==> config.mk <==
export PLATFORM = sky130hd
export DESIGN_NAME = mem_copy_engine
export DESIGN_NICKNAME = d
export VERILOG_FILES = /design/src/rtl/mem_copy_engine.sv
export SDC_FILE = /design/constraint.sdc
export NUM_CORES = 1
export LEC_CHECK = 0
export CAP_MARGIN = 0
export CORE_MARGIN = 2
export CORE_UTILIZATION = 51
export CTS_CLUSTER_DIAMETER = 60
export CTS_CLUSTER_SIZE = 14
export DETAILED_ROUTE_END_ITERATION = 8
export GPL_ROUTABILITY_DRIVEN = 1
export PLACE_DENSITY = 0.92
export SYNTH_ARGS = -nofsm -noshare
export SYNTH_HDL_FRONTEND = slang
export SYNTH_SLANG_ARGS = --single-unit
==> constraint.sdc <==
create_clock -name clk -period 4.6 [get_ports clk]
set_clock_uncertainty 0.2 [all_clocks]
set_input_delay 0.69 -clock clk [delete_from_list [all_inputs] [get_ports clk]]
set_output_delay 0.69 -clock clk [all_outputs]
set_load 0.01 [all_outputs]
==> src/rtl/mem_copy_engine.sv <==
`default_nettype none
// ============================================================================
//  Module      : mem_copy_engine
//  Description : Copies a block of words from data memory into instruction
//                memory, one word at a time (READ -> CAPT -> WRITE per word).
//                The request is range-checked before any memory access, and
//                a rejected request produces a one-cycle err pulse.
//
//  Ports
//    clk          in   1   clock, rising-edge
//    rst          in   1   asynchronous active-high reset
//    start        in   1   copy request, sampled only while idle
//    src_addr     in  12   first data-memory word to read
//    dst_addr     in  12   first instruction-memory word to write
//    len          in  11   word count (0..1024)
//    data_addr    out 12   data-port address
//    rd_data_en   out  1   data-port read enable
//    data         in  32   data-port read data (valid cycle after rd_data_en)
//    instr_addr   out 12   instruction-port address
//    wr_instr_en  out  1   instruction-port write enable
//    wrt_instr    out 32   instruction write data
//    busy         out  1   high whenever not idle
//    done         out  1   one-cycle pulse: copy completed
//    err          out  1   one-cycle pulse: request rejected
//
//  Revision    : 1.0  initial release
// ============================================================================
module mem_copy_engine #(
    parameter logic [11:0] DATA_BASE = 12'h400,
    parameter logic [11:0] INSTR_TOP = 12'h3FF
) (
    input  logic        clk,
    input  logic        rst,
    input  logic        start,
    input  logic [11:0] src_addr,
    input  logic [11:0] dst_addr,
    input  logic [10:0] len,
    output logic [11:0] data_addr,
    output logic        rd_data_en,
    input  logic [31:0] data,
    output logic [11:0] instr_addr,
    output logic        wr_instr_en,
    output logic [31:0] wrt_instr,
    output logic        busy,
    output logic        done,
    output logic        err
);

    localparam logic [2:0] c_IDLE  = 3'd0;
    localparam logic [2:0] c_CHECK = 3'd1;
    localparam logic [2:0] c_READ  = 3'd2;
    localparam logic [2:0] c_CAPT  = 3'd3;
    localparam logic [2:0] c_WRITE = 3'd4;
    localparam logic [2:0] c_FIN   = 3'd5;

    logic [2:0]  state_q,       state_d;
    logic [11:0] src_ptr_q,     src_ptr_d;
    logic [11:0] dst_ptr_q,     dst_ptr_d;
    logic [10:0] cnt_q,         cnt_d;
    logic [11:0] data_addr_q,   data_addr_d;
    logic [11:0] instr_addr_q,  instr_addr_d;
    logic [31:0] wrt_instr_q,   wrt_instr_d;
    logic        rd_data_en_q,  rd_data_en_d;
    logic        wr_instr_en_q, wr_instr_en_d;
    logic        busy_q,        busy_d;
    logic        done_q,        done_d;
    logic        err_q,         err_d;

    // End addresses carried at 13 bits so an overrun past 12'hFFF is visible
    // instead of wrapping back to low memory.
    logic [12:0] w_src_end;
    logic [12:0] w_dst_end;

    assign w_src_end = {1'b0, src_ptr_q} + {2'b00, cnt_q} - 13'd1;
    assign w_dst_end = {1'b0, dst_ptr_q} + {2'b00, cnt_q} - 13'd1;

    always_comb begin
        state_d       = state_q;
        src_ptr_d     = src_ptr_q;
        dst_ptr_d     = dst_ptr_q;
        cnt_d         = cnt_q;
        wrt_instr_d   = wrt_instr_q;
        err_d         = 1'b0;

        case (state_q)
            c_IDLE: begin
                if (start) begin
                    src_ptr_d = src_addr;
                    dst_ptr_d = dst_addr;
                    cnt_d     = len;
                    state_d   = c_CHECK;
                end
            end
            c_CHECK: begin
                if (cnt_q == 11'd0) begin
                    state_d = c_FIN;
                end else if ((src_ptr_q < DATA_BASE) ||
                             (w_src_end > 13'h0FFF) ||
                             (w_dst_end > {1'b0, INSTR_TOP})) begin
                    err_d   = 1'b1;
                    state_d = c_IDLE;
                end else begin
                    state_d = c_READ;
                end
            end
            c_READ: begin
                state_d = c_CAPT;
            end
            c_CAPT: begin
                // Read data is valid in this cycle, one cycle after the read.
                wrt_instr_d = data;
                state_d     = c_WRITE;
            end
            c_WRITE: begin
                src_ptr_d = src_ptr_q + 12'd1;
                dst_ptr_d = dst_ptr_q + 12'd1;
                cnt_d     = cnt_q - 11'd1;
                state_d   = (cnt_q == 11'd1) ? c_FIN : c_READ;
            end
            c_FIN: begin
                state_d = c_IDLE;
            end
            default: begin
                state_d = c_IDLE;
            end
        endcase

        // Outputs are registered: they are derived from the state being
        // entered so they line up with that state's cycle.
        rd_data_en_d  = (state_d == c_READ);
        wr_instr_en_d = (state_d == c_WRITE);
        done_d        = (state_d == c_FIN);
        busy_d        = (state_d != c_IDLE);
        data_addr_d   = (state_d == c_READ)  ? src_ptr_d : data_addr_q;
        instr_addr_d  = (state_d == c_WRITE) ? dst_ptr_d : instr_addr_q;
    end

    always_ff @(posedge clk or posedge rst) begin
        if (rst) begin
            state_q       <= c_IDLE;
            src_ptr_q     <= 12'd0;
            dst_ptr_q     <= 12'd0;
            cnt_q         <= 11'd0;
            data_addr_q   <= 12'd0;
            instr_addr_q  <= 12'd0;
            wrt_instr_q   <= 32'd0;
            rd_data_en_q  <= 1'b0;
            wr_instr_en_q <= 1'b0;
            busy_q        <= 1'b0;
            done_q        <= 1'b0;
            err_q         <= 1'b0;
        end else begin
            state_q       <= state_d;
            src_ptr_q     <= src_ptr_d;
            dst_ptr_q     <= dst_ptr_d;
            cnt_q         <= cnt_d;
            data_addr_q   <= data_addr_d;
            instr_addr_q  <= instr_addr_d;
            wrt_instr_q   <= wrt_instr_d;
            rd_data_en_q  <= rd_data_en_d;
            wr_instr_en_q <= wr_instr_en_d;
            busy_q        <= busy_d;
            done_q        <= done_d;
            err_q         <= err_d;
        end
    end

    assign data_addr   = data_addr_q;
    assign rd_data_en  = rd_data_en_q;
    assign instr_addr  = instr_addr_q;
    assign wr_instr_en = wr_instr_en_q;
    assign wrt_instr   = wrt_instr_q;
    assign busy        = busy_q;
    assign done        = done_q;
    assign err         = err_q;

endmodule
`default_nettype wire

==> key figures, run 1 <==
Critical path
  – Critical path start-end classification: flip-flop to flip-flop
  – Delay of the slowest cell on the worst path: 0.51 ns
  – Nature of the critical path startpoint: flip-flop
  – Critical path's slowest cell: a21oi_4
  – Sum of buffers and inverters on the critical path: 2
  – Largest driver fanout on the critical path: 13
  – CP Capture Type: flip-flop
  – Crit path arrival time: 3.54 ns
  – Worst path required time: 4.67 ns
  – Cells along the critical path: inv_1, ha_1, inv_1, ha_1, a21oi_1, o211ai_1, a311oi_2, xnor2_1, and4_4, a21oi_4, mux2_2
  – Top Family by Delay on Critical Path: compound AO/OA/AOI/OAI gates

Synth
  – Distinct cell type count of the synthesized netlist: 55
  – Most frequently used cell type in the post-synthesis netlist: dfrtp_1
  – #FFs+latches synth: 99
  – Mapped cell area: 0.00567 mm²
  – Number of enable-type register cells in the synthesized netlist: 0
  – Post-synthesis cell count: 568
  – Cell type with the highest aggregate area in the netlist: dfrtp_1
  – Synth area leaders: dfrtp_1, ha_1, mux2_2
  – Post-synth top flop: dfrtp_1
  – Part of the Yosys area used for sequential elements: 43.7%
  – Syn Area/Cell: 9.97 µm²
  – Synth async-reset ratio: 100%
  – Area fraction of the dominant cell type after synthesis: 43.7%
  – Most numerous cell types in the synthesized netlist: dfrtp_1, inv_1, ha_1
  – Nets in the synthesized netlist: 687
  – Count of yosys warnings during synthesis: 0

Floorplan
  – Row count: 38
  – Die boundary height: 109 µm
  – Die area: 0.0120 mm²
  – Top-level port count: 131
  – Floorplan die width: 109 µm
  – Initial core utilization: 52.3%
  – Std-Cell Core Area: 0.0108 mm²

Power
  – Largest vdd supply drop: 0.376 mV
  – Switching part of the total power: 43.5%
  – Power per standard cell area: 752 mW/mm²
  – Portion of total power attributed to combinational logic: 58.4%
  – Sequential fraction of design power: 30.4%
  – Internal power: 3.11 mW
  – Proportion of power drawn by the clock network: 11.2%
  – Sw power: 2.40 mW
  – Leakage: 3.37 nW

Drt
  – Total via count in the routed design: 5026
  – Wire per inst: 19.3 µm
  – Total wire length after detailed routing: 16300 µm
  – Initial DRC count: 597
  – Residual DRC count: 0
  – Final antenna-violating net count: 0
  – Via density per instance: 5.97
  – Number of iterations in the first detailed-routing pass: 6

Place
  – Number of buffers inserted by port buffering: 130
  – RePlAce Congestion: 0.924
  – Detailed Place HPWL: 11900 µm

STA
  – Slew at the pin closest to its max-slew limit: 0.990 ns
  – Final cycle utilization of the critical path: 75.4%
  – Final total negative setup slack: 0 ns
  – Max Fclk: 0.288 GHz
  – Slew Limit Fails: 0
  – Minimum period implied by the final worst setup slack: 3.47 ns
  – Setup repair after global routing missed its margin: no
  – Tightest hold margin: 0.292 ns
  – Final hold violation count: 0
  – Finish-stage setup viols: 0
  – Headroom to the max-slew limit: 33.9%

Global route
  – Top Usage Layer GRT: met2
  – Number of global-route vias before repair: 5121
  – Congestion Overflow GR: 0
  – Global-route wire length before repair: 25700 µm
  – All-Layer GR Usage: 28.2%
  – Pin count of the biggest net entering global routing: 57
  – Antenna violations before repair: 0
  – GR Layer Usage met2: 46.1%
  – Global-route met1 utilization: 36.1%
  – Fraction of met3 tracks used by global routing: 5.28%

Finish
  – Number of fill cells in the layout: 789
  – Core occupancy in the finished layout: 67.6%
  – Layout cells sized above 1: 13.1%
  – Area grow syn2layout: 29.3%
  – Final #Nets: 816
  – Antenna cells: 0

Clocking
  – Number of clock sinks: 99
  – Worst-path clk slew: 0.11 ns
  – Buffer count from post-CTS setup fixing: 0
  – CTS Hold Buffers Added: 0
  – Clock Tree Buf Depth: 2
  – CTS tree: done
  – CTS H-tree lvls: 3
  – Inserted Clock Buffers: 9
  – Clk Tree Root Cell: clkbuf_8
  – Clock latency on the worst-skew pair: 0.38 ns
  – Post-CTS resize count: 0

Status
  – Status: completed

Run
  – # Max-Cap Violations: 0

Min path
  – Path type of the worst min-delay path: flip-flop to flip-flop
-- sequential cells by signal, summed over array words and instances, names as in the netlist --
register / cells
dst_ptr_q: 12
instr_addr: 12
data_addr: 12
wr_instr_en: 1
done: 1
state_q: 3
busy: 1
wrt_instr: 32
cnt_q: 11
src_ptr_q: 12
rd_data_en: 1
err: 1
-- path summary, 6_finish.rpt --
path                       cells past startpoint                   endpoint                       from  slack, ns
setup / recovery                              11  data_addr[10]$_DFFE_PP0N_       cnt_q[5]$_DFFE_PP0P_       1.13
hold / removal                                 2  instr_addr[7]$_DFFE_PP0N_  instr_addr[7]$_DFFE_PP0N_       0.29
setup reg to reg                              11  data_addr[10]$_DFFE_PP0N_       cnt_q[5]$_DFFE_PP0P_       1.13
hold reg to reg                                2  instr_addr[7]$_DFFE_PP0N_  instr_addr[7]$_DFFE_PP0N_       0.29
max in group asynchronous                      3  instr_addr[9]$_DFFE_PP0N_                        rst       2.82
min in group asynchronous                      2   wrt_instr[7]$_DFFE_PP0N_                        rst       0.59
-- worst register-to-register path, stage by stage (launching register included) --
cell and delay, ns:
dfrtp_1 0.48, inv_1 0.14, ha_1 0.30, inv_1 0.04, ha_1 0.34, a21oi_1 0.17
o211ai_1 0.14, a311oi_2 0.31, xnor2_1 0.10, and4_4 0.21, a21oi_4 0.51, mux2_2 0.42
-- layer usage --
layer | vias up | share of wire (%) | wire, µm
li1 | 2261 | - | -
met1 | 2419 | 39 | 6290
met2 | 296 | 49 | 7950
met3 | 50 | 9.3 | 1500
met4 | 0 | 3.2 | 516
met5 | - | 0 | 0
-- cell families (layout without fill, tap and decap cells) --
family / count (synthesis) / in the layout / synth area share [%]
flops: 99 / 99 / 43.7
fa+ha+maj: 49 / 49 / 11.0
buf+inv: 110 / 244 / 7.62
mux: 57 / 57 / 11.8
compound gates: 134 / 134 / 14.9
simple gates: 117 / 117 / 10.7
xor+xnor: 2 / 2 / 0.309
-- layout make-up --
cell class | count | area (µm²) | share of cell area (%)
multi-input cells | 359 | 2760 | 37.6
flip-flops and latches | 99 | 2480 | 33.8
repair buffers | 137 | 1350 | 18.5
inverters | 91 | 344 | 4.70
well taps | 140 | 175 | 2.39
clock buffers | 10 | 138 | 1.88
clock inverters | 6 | 78.8 | 1.08
-- stage by stage --
stage	area, µm²	worst slack, ns	std cells	power [mW]
after detailed placement	7110	1.20	826	4.81
after global routing	7320	0.995	842	5.93
after global placement	7110	1.30	826	4.65
after floorplan	5670	1.12	568	3.62
after CTS	7320	1.18	842	5.46
final	7320	1.13	842	5.51
-- power groups by stage --
stage / clock (mW) / sequential, mW / combinational, mW
6_report: 0.614 / 1.68 / 3.21
5_1_grt: 0.656 / 1.72 / 3.55
4_1_cts: 0.619 / 1.66 / 3.18
3_5_place_dp: 0 / 1.66 / 3.14
3_3_place_gp: 0 / 1.63 / 3.02
2_1_floorplan: 0 / 1.70 / 1.92
-- cells in the final DEF, fill, tap and decap left out, types with 9 or more instances in the layout --
| cell | n |
|---|---|
| a21oi_1 | 37 |
| clkbuf_8 | 10 |
| clkdlybuf4s50_1 | 130 |
| dfrtp_1 | 99 |
| ha_1 | 48 |
| inv_1 | 89 |
| mux2_2 | 44 |
| mux2_4 | 9 |
| nand2_1 | 27 |
| nand3_1 | 26 |
| nor2_1 | 16 |
| nor3_1 | 11 |
| o21ai_0 | 33 |
| o22ai_1 | 19 |
(Power assumes the default switching activity.)
==> inputs of run 2 (changes only) <==
--- a/config.mk
+++ b/config.mk
@@ -7,12 +7,12 @@
 export LEC_CHECK = 0
 export CAP_MARGIN = 0
 export CORE_MARGIN = 2
-export CORE_UTILIZATION = 51
+export CORE_UTILIZATION = 46
 export CTS_CLUSTER_DIAMETER = 60
 export CTS_CLUSTER_SIZE = 14
 export DETAILED_ROUTE_END_ITERATION = 8
 export GPL_ROUTABILITY_DRIVEN = 1
-export PLACE_DENSITY = 0.92
+export PLACE_DENSITY = 0.88
 export SYNTH_ARGS = -nofsm -noshare
 export SYNTH_HDL_FRONTEND = slang
 export SYNTH_SLANG_ARGS = --single-unit
==> constraint.sdc (replaced) <==
create_clock -name clk -period 3.19 [get_ports clk]
set_clock_uncertainty 0.2 [all_clocks]
set_input_delay 0.4785 -clock clk [delete_from_list [all_inputs] [get_ports clk]]
set_output_delay 0.4785 -clock clk [all_outputs]
set_load 0.01 [all_outputs]
==> key figures, run 2 (synthesis results as in run 1) <==
Floorplan
  – Row count: 40 (+5.3%)
  – Std-Cell Core Area: 0.0120 mm² (+11%)
  – Die area: 0.0132 mm² (+10%)
  – Initial core utilization: 47.2% (-5.1 points)
  – Die boundary height: 115 µm (+5.1%)
  – Top-level port count: 131 (unchanged)
  – Floorplan die width: 115 µm (+5.1%)

Global route
  – Pin count of the biggest net entering global routing: 100 (+75%)
  – Congestion Overflow GR: 0 (unchanged)
  – Antenna violations before repair: 0 (unchanged)
  – Number of global-route vias before repair: 4990 (-2.6%)
  – Global-route wire length before repair: 24600 µm (-4.3%)
  – All-Layer GR Usage: 23.9% (-4.3 points)

Critical path
  – Critical path start-end classification: flip-flop to flip-flop
  – Nature of the critical path startpoint: flip-flop
  – Largest driver fanout on the critical path: 6 (-7)
  – Worst path required time: 3.23 ns (-1.44 ns)
  – CP Capture Type: flip-flop
  – Most used cell, CP: inv_1
  – Crit path arrival time: 3.20 ns (-0.34 ns)
  – Delay of the slowest cell on the worst path: 0.54 ns (+0.03 ns)
  – R2R Setup Slk: 0.03 ns (-1.10 ns)
  – Cells along the critical path: inv_1, ha_1, inv_1, ha_4, a211oi_2, nor2_1, or4_1, nand3_1, and4_4, a21oi_4, clkbuf_16, mux2_4
  – Critical path's slowest cell: or4_1

Finish
  – Flip-flop count of the largest register, all copies and words added: 32 (unchanged)
  – Most common cell after layout, fill and taps aside: clkdlybuf4s50_1
  – Final #Nets: 842 (+3.2%)
  – Total non-filler cell area in the finished layout: 0.00775 mm² (+5.8%)
  – Layout cells sized above 1: 18.7% (+5.6 points)
  – Antenna cells: 0 (unchanged)
  – Commonest non-fill, non-tap cells in the layout: clkdlybuf4s50_1, dfrtp_1, inv_1, mux2_2, ha_1
  – Post-route non-filler standard cell count: 875 (+3.9%)
  – Area grow syn2layout: 36.7%
  – Core occupancy in the finished layout: 64.5% (-3.1 points)

Place
  – Number of buffers inserted by port buffering: 130 (unchanged)
  – Post-DP Area: 0.00725 mm² (+2.0%)
  – Detailed Place HPWL: 11500 µm (-3.1%)
  – DP Worst Slack: 0.0974 ns (-1.10 ns)
  – RePlAce Congestion: 0.908 (-1.7%)
  – Dpl cells: 847 (+2.5%)

Clocking
  – Clock Tree Buf Depth: 2 (unchanged)
  – Worst-path clk slew: 0.07 ns (-0.04 ns)
  – Number of clock sinks: 99 (unchanged)
  – Clk Tree Root Cell: clkbuf_16
  – CTS H-tree lvls: 3 (unchanged)
  – CTS tree: done
  – Clock latency on the worst-skew pair: 0.35 ns (-0.03 ns)
  – CTS Hold Buffers Added: 0 (unchanged)
  – Inserted Clock Buffers: 9 (unchanged)

Power
  – Proportion of power drawn by the clock network: 12.4% (+1.2 points)
  – Sequential fraction of design power: 26.8% (-3.6 points)
  – Largest vdd supply drop: 0.585 mV (+55%)
  – Internal power: 5.03 mW (+62%)
  – Portion of total power attributed to combinational logic: 60.8% (+2.4 points)
  – Power per standard cell area: 1120 mW/mm² (+50%)
  – Leakage: 3.53 nW (+4.8%)
  – Sw power: 3.67 mW (+53%)
  – Switching part of the total power: 42.2% (-1.3 points)

STA
  – Worst Setup Slack, final: 0.0339 ns (-1.10 ns)
  – Minimum period implied by the final worst setup slack: 3.16 ns (-0.313 ns)
  – Slew at the pin closest to its max-slew limit: 0.721 ns (-0.269 ns)
  – Max Fclk: 0.317 GHz (+9.9%)
  – Final cycle utilization of the critical path: 98.9% (+24 points)
  – Final hold violation count: 0 (unchanged)
  – Finish-stage setup viols: 0 (unchanged)
  – Final total negative setup slack: 0 ns (unchanged)
  – Headroom to the max-slew limit: 51.7% (+18 points)
  – Slew Limit Fails: 0 (unchanged)

Drt
  – Total via count in the routed design: 5083 (+1.1%)
  – Initial DRC count: 474 (-21%)
  – Final antenna-violating net count: 0 (unchanged)
  – Via density per instance: 5.81 (-2.7%)
  – Residual DRC count: 0 (unchanged)
  – Total wire length after detailed routing: 16300 µm (+0.30%)
  – Wire per inst: 18.6 µm (-3.5%)
  – Number of iterations in the first detailed-routing pass: 5 (-1)

Status
  – Status: completed

Min path
  – Path type of the worst min-delay path: flip-flop to flip-flop

Run
  – # Max-Cap Violations: 0 (unchanged)
==> run 2: cell types whose count changed in the layout (fill, tap and decap cells not counted), sizes merged <==
cell,delta
buf,+25
clkinvlp,+3
bufinv,-1
inv,-1
==> run 2: what timing repair did <==
action,in CTS,in global routing
endpoints found under the setup margin,5,12
gates cloned,0,1
setup buffers,0,11
pin swaps,0,4
gates resized for setup,1,20
==> run 2: path summary, 6_finish.rpt <==
path	from	end	depth (start not counted)
max	src_ptr_q[5]$_DFF_PP0_	data_addr[5]$_DFFE_PP0N_	12
min reg2reg	instr_addr[10]$_DFFE_PP0N_	instr_addr[10]$_DFFE_PP0N_	2
min	instr_addr[10]$_DFFE_PP0N_	instr_addr[10]$_DFFE_PP0N_	2
min in group asynchronous	rst	instr_addr[8]$_DFFE_PP0N_	3
max in group asynchronous	rst	cnt_q[4]$_DFFE_PP0P_	3
max reg2reg	src_ptr_q[5]$_DFF_PP0_	data_addr[5]$_DFFE_PP0N_	12
==> run 2: layout make-up <==
cell class | count | area [µm²]
Timing Repair Buffer | 163 | 1590
Fill cell | 864 | 4270
Tap cell | 147 | 184
Clock buffer | 9 | 225
Clock inverter | 7 | 71.3
Sequential cell | 99 | 2480
Inverter | 91 | 345
Multi-Input combinational cell | 359 | 2850
==> run 2: metrics by stage <==
step / hold slack (ns) / power [mW]
after floorplan: 0.277 / 5.21
after detailed placement: 0.282 / 7.01
final: 0.290 / 8.71
after CTS: 0.298 / 8.15
after global placement: 0.268 / 6.79
after global routing: 0.321 / 9.30
==> run 2: metal layers <==
| metal | up-vias | global-route usage [%] | wire length (µm) |
|---|---|---|---|
| met1 | 2416 | 31.7 | 6590 |
| met5 | - | 0 | 0 |
| met3 | 52 | 3.58 | 1370 |
| met2 | 301 | 38.2 | 7820 |
| met4 | 0 | 12.0 | 532 |
| li1 | 2314 | - | - |
==> run 2: power groups by stage <==
stage	Combinational (mW)	Sequential [mW]	Clock (mW)
finish	5.29	2.34	1.08
global route	5.76	2.40	1.13
CTS	4.73	2.33	1.09
detailed placement	4.66	2.35	0
global placement	4.49	2.30	0
floorplan	2.77	2.45	0
==> run 2: critical path, delay by kind of cell (launching register included) <==
kind / cells / cell delay, ns
compound gates: 2 / 0.29
fa+ha+maj: 2 / 0.47
buf+inv: 3 / 0.40
flops: 1 / 0.39
mux: 1 / 0.29
simple gates: 4 / 0.99
==> patch, RTL diff (settings of run 1) <==
Set the parameter `INSTR_TOP` to 12'h200 (it was 12'h3FF).
--- a/src/rtl/mem_copy_engine.sv
+++ b/src/rtl/mem_copy_engine.sv
@@ -27,7 +27,7 @@
 // ============================================================================
 module mem_copy_engine #(
     parameter logic [11:0] DATA_BASE = 12'h400,
-    parameter logic [11:0] INSTR_TOP = 12'h3FF
+    parameter logic [11:0] INSTR_TOP = 12'h200
 ) (
     input  logic        clk,
     input  logic        rst,
Check against the original RTL: not equivalent (a bounded check fails within 4 cycles, from zero or initial values and one cycle with rst high).
==> patch against run 1 <==
- sequential cell count is the same
- maximum frequency shrank 7.8%
- die area grew 12%
- wire length grew 11%
- power grew 22%
- setup slack lost 290 ps
- design area grew 11%
- synthesized area grew 13%
- global-route usage shrank 0.23 points
- sequential share of layout area shrank 3.4 points
- largest power group unchanged
- highest routed layer unchanged
==> patch: results (changes against run 1) <==
- The total instance count after detailed placement came to 980 (+19%).
- Worst stage delay on the critical path: 510 ps (about the same)
- Data arrival time of the critical path: 3780 ps (+240 ps)
- The largest fanout on the critical path came to 26 (+13).
- The share of cells above drive strength 1 is 9.662% (-3.4 points).
- First-pass iteration count of the detailed router: 5 (-1)
- Insertion delay of the later-clocked pin in the worst-skew pair: 360 ps (-20 ps)
* Internal power: 3.580 mW (+15%)
* Number of antenna violations at the first check in global routing: 0 (unchanged)
- Worst slew margin: 38.66% (+4.7 points)
- Average wire length per cell after detail routing: 18.08 µm (-6.4%)
* HPWL reported at the end of detailed placement: 12.68 mm (+6.7%)
- The H-tree depth came to 3 (unchanged).
* Bufs on Longest Clock Path: 2 (unchanged)
* Async set-reset flop share out of synthesis: 100.0% (unchanged)
* TritonCTS Buffers: 9 (unchanged)
- Top cells by area in the synthesized netlist: sky130_fd_sc_hd__dfrtp_1, sky130_fd_sc_hd__ha_1, sky130_fd_sc_hd__mux2_2
* Logic depth of the worst register-to-register path: 12 (+1)
* Hold crit path type: reg -> reg
- The XOR/XNOR share of the synthesized area was 0.4122% (+0.10 points).
- The share of cell area taken by muxes after synthesis was 9.185% (-2.7 points).
- Detailed-route vias per instance: 5.927 (-0.71%)
* Gate family responsible for the most delay along the worst path: compound AO/OA/AOI/OAI gates
* Post-synthesis compound-gate area fraction: 18.70% (+3.8 points)
* Buffer cell driving the clock tree root: sky130_fd_sc_hd__clkbuf_16
- The total routing usage reported by global routing is 27.93% (-0.23 points).
- The weighted congestion reported at the end of routability-driven placement came to 0.9254 (+0.21%).
- The leakage power figure came to 3.771 nW (+12%).
- The maximum number of pins on one net before global-route repair was 74 (+30%).
- The clock group share of total power was 11.8% (+0.6 points).
- PortBufs: 130 (unchanged)
* Combinational cell power: 4.32 mW (+35%)
* # nets final: 942 (+15%)
- Ys Warns: 0 (unchanged)
- Flip-flop count of the largest register after layout: 32 (unchanged)
- The share of the yosys chip area belonging to registers was 38.86% (-4.9 points).
* Clock transition time at the flip-flop clock pins of the worst setup and hold paths: 70 ps (-40 ps)
* List of most frequent post-synthesis cells: sky130_fd_sc_hd__inv_1, sky130_fd_sc_hd__dfrtp_1, sky130_fd_sc_hd__a21oi_1, sky130_fd_sc_hd__ha_1, sky130_fd_sc_hd__mux2_2
- The global-route wire length before repair is 28.83 mm (+12%).
- The adder and majority gate portion of the synthesized area was 9.735% (-1.2 points).
- Unique masters post-synth: 56 (+1.8%)
- The detailed router's first-iteration violation count came to 547 (-8.4%).
- Post-Synthesis Cells: 705 (+24%)
* Vias in the first global route: 5757 (+12%)
* Slowest library cell on the worst path: sky130_fd_sc_hd__a2111oi_0
- The maximum resistive drop on vdd came to 0.0004640 V (+23%).
- Result of the run: finished clean
- The post-cts resize count came to 0 (unchanged).
- The depth of the worst hold-timing path came to 2 (unchanged).
* Mapped Nets: 824 (+20%)
- Filler-free cell count of the finished design: 996 (+18%)
- Number of buffers inserted to repair setup after CTS: 0 (unchanged)
## patch: cell count changes after synthesis, moves of 12 or more
| cell | delta |
|---|---|
| sky130_fd_sc_hd__clkbuf_1 | +18 |
| sky130_fd_sc_hd__inv_1 | +12 |
| sky130_fd_sc_hd__nand2_1 | +15 |
| sky130_fd_sc_hd__nand3_1 | +13 |
| sky130_fd_sc_hd__nor2_1 | +19 |
## patch: layout make-up
cell class,count,area (µm²)
tap,168,210.2
inverter,102,385.4
clock buffer,9,225.2
timing repair buffer,142,1391
clock inverter,7,81.33
multi-input combinational,469,3374
fill,932,3966
sequential,99,2477
## patch: metrics by stage
stage,hold slack (ps),setup slack [ps],util [%],cell area [µm²],power [mW]
floorplan,296.2,1120,-,6375,4.489
global placement,267.7,1008,64.72,7839,5.717
detailed placement,284.8,989.2,64.72,7839,5.835
CTS,300.5,953.7,67.25,8145,6.682
global route,332.5,634.3,67.25,8145,7.287
finish,294.9,837.9,67.25,8145,6.742
## patch: path summary, 6_finish.rpt
check                                  to  slack [ps]            from
max                         data_addr[10]         840        cnt_q[7]
min                        instr_addr[11]         290  instr_addr[11]
max reg2reg                 data_addr[10]         840        cnt_q[7]
min reg2reg                instr_addr[11]         290  instr_addr[11]
max in group asynchronous   wrt_instr[30]        2760             rst
min in group asynchronous   wrt_instr[15]         680             rst
## patch: cell families (layout without fill, tap and decap cells)
group / Yosys count / count (layout)
buffers and inverters: 137 / 260
multiplexers: 53 / 53
XOR/XNOR: 3 / 3
AND/OR/NAND/NOR: 186 / 186
flip-flops: 99 / 99
AO/OA/AOI/OAI: 178 / 178
adder cells (fa/ha/maj): 49 / 49
## patch: routing by layer
layer | part of all wire [%] | GRT usage [%]
met5 | 0 | 0
met4 | 2.6 | 10.24
met3 | 11 | 9.519
met2 | 48 | 45.42
met1 | 39 | 34.74
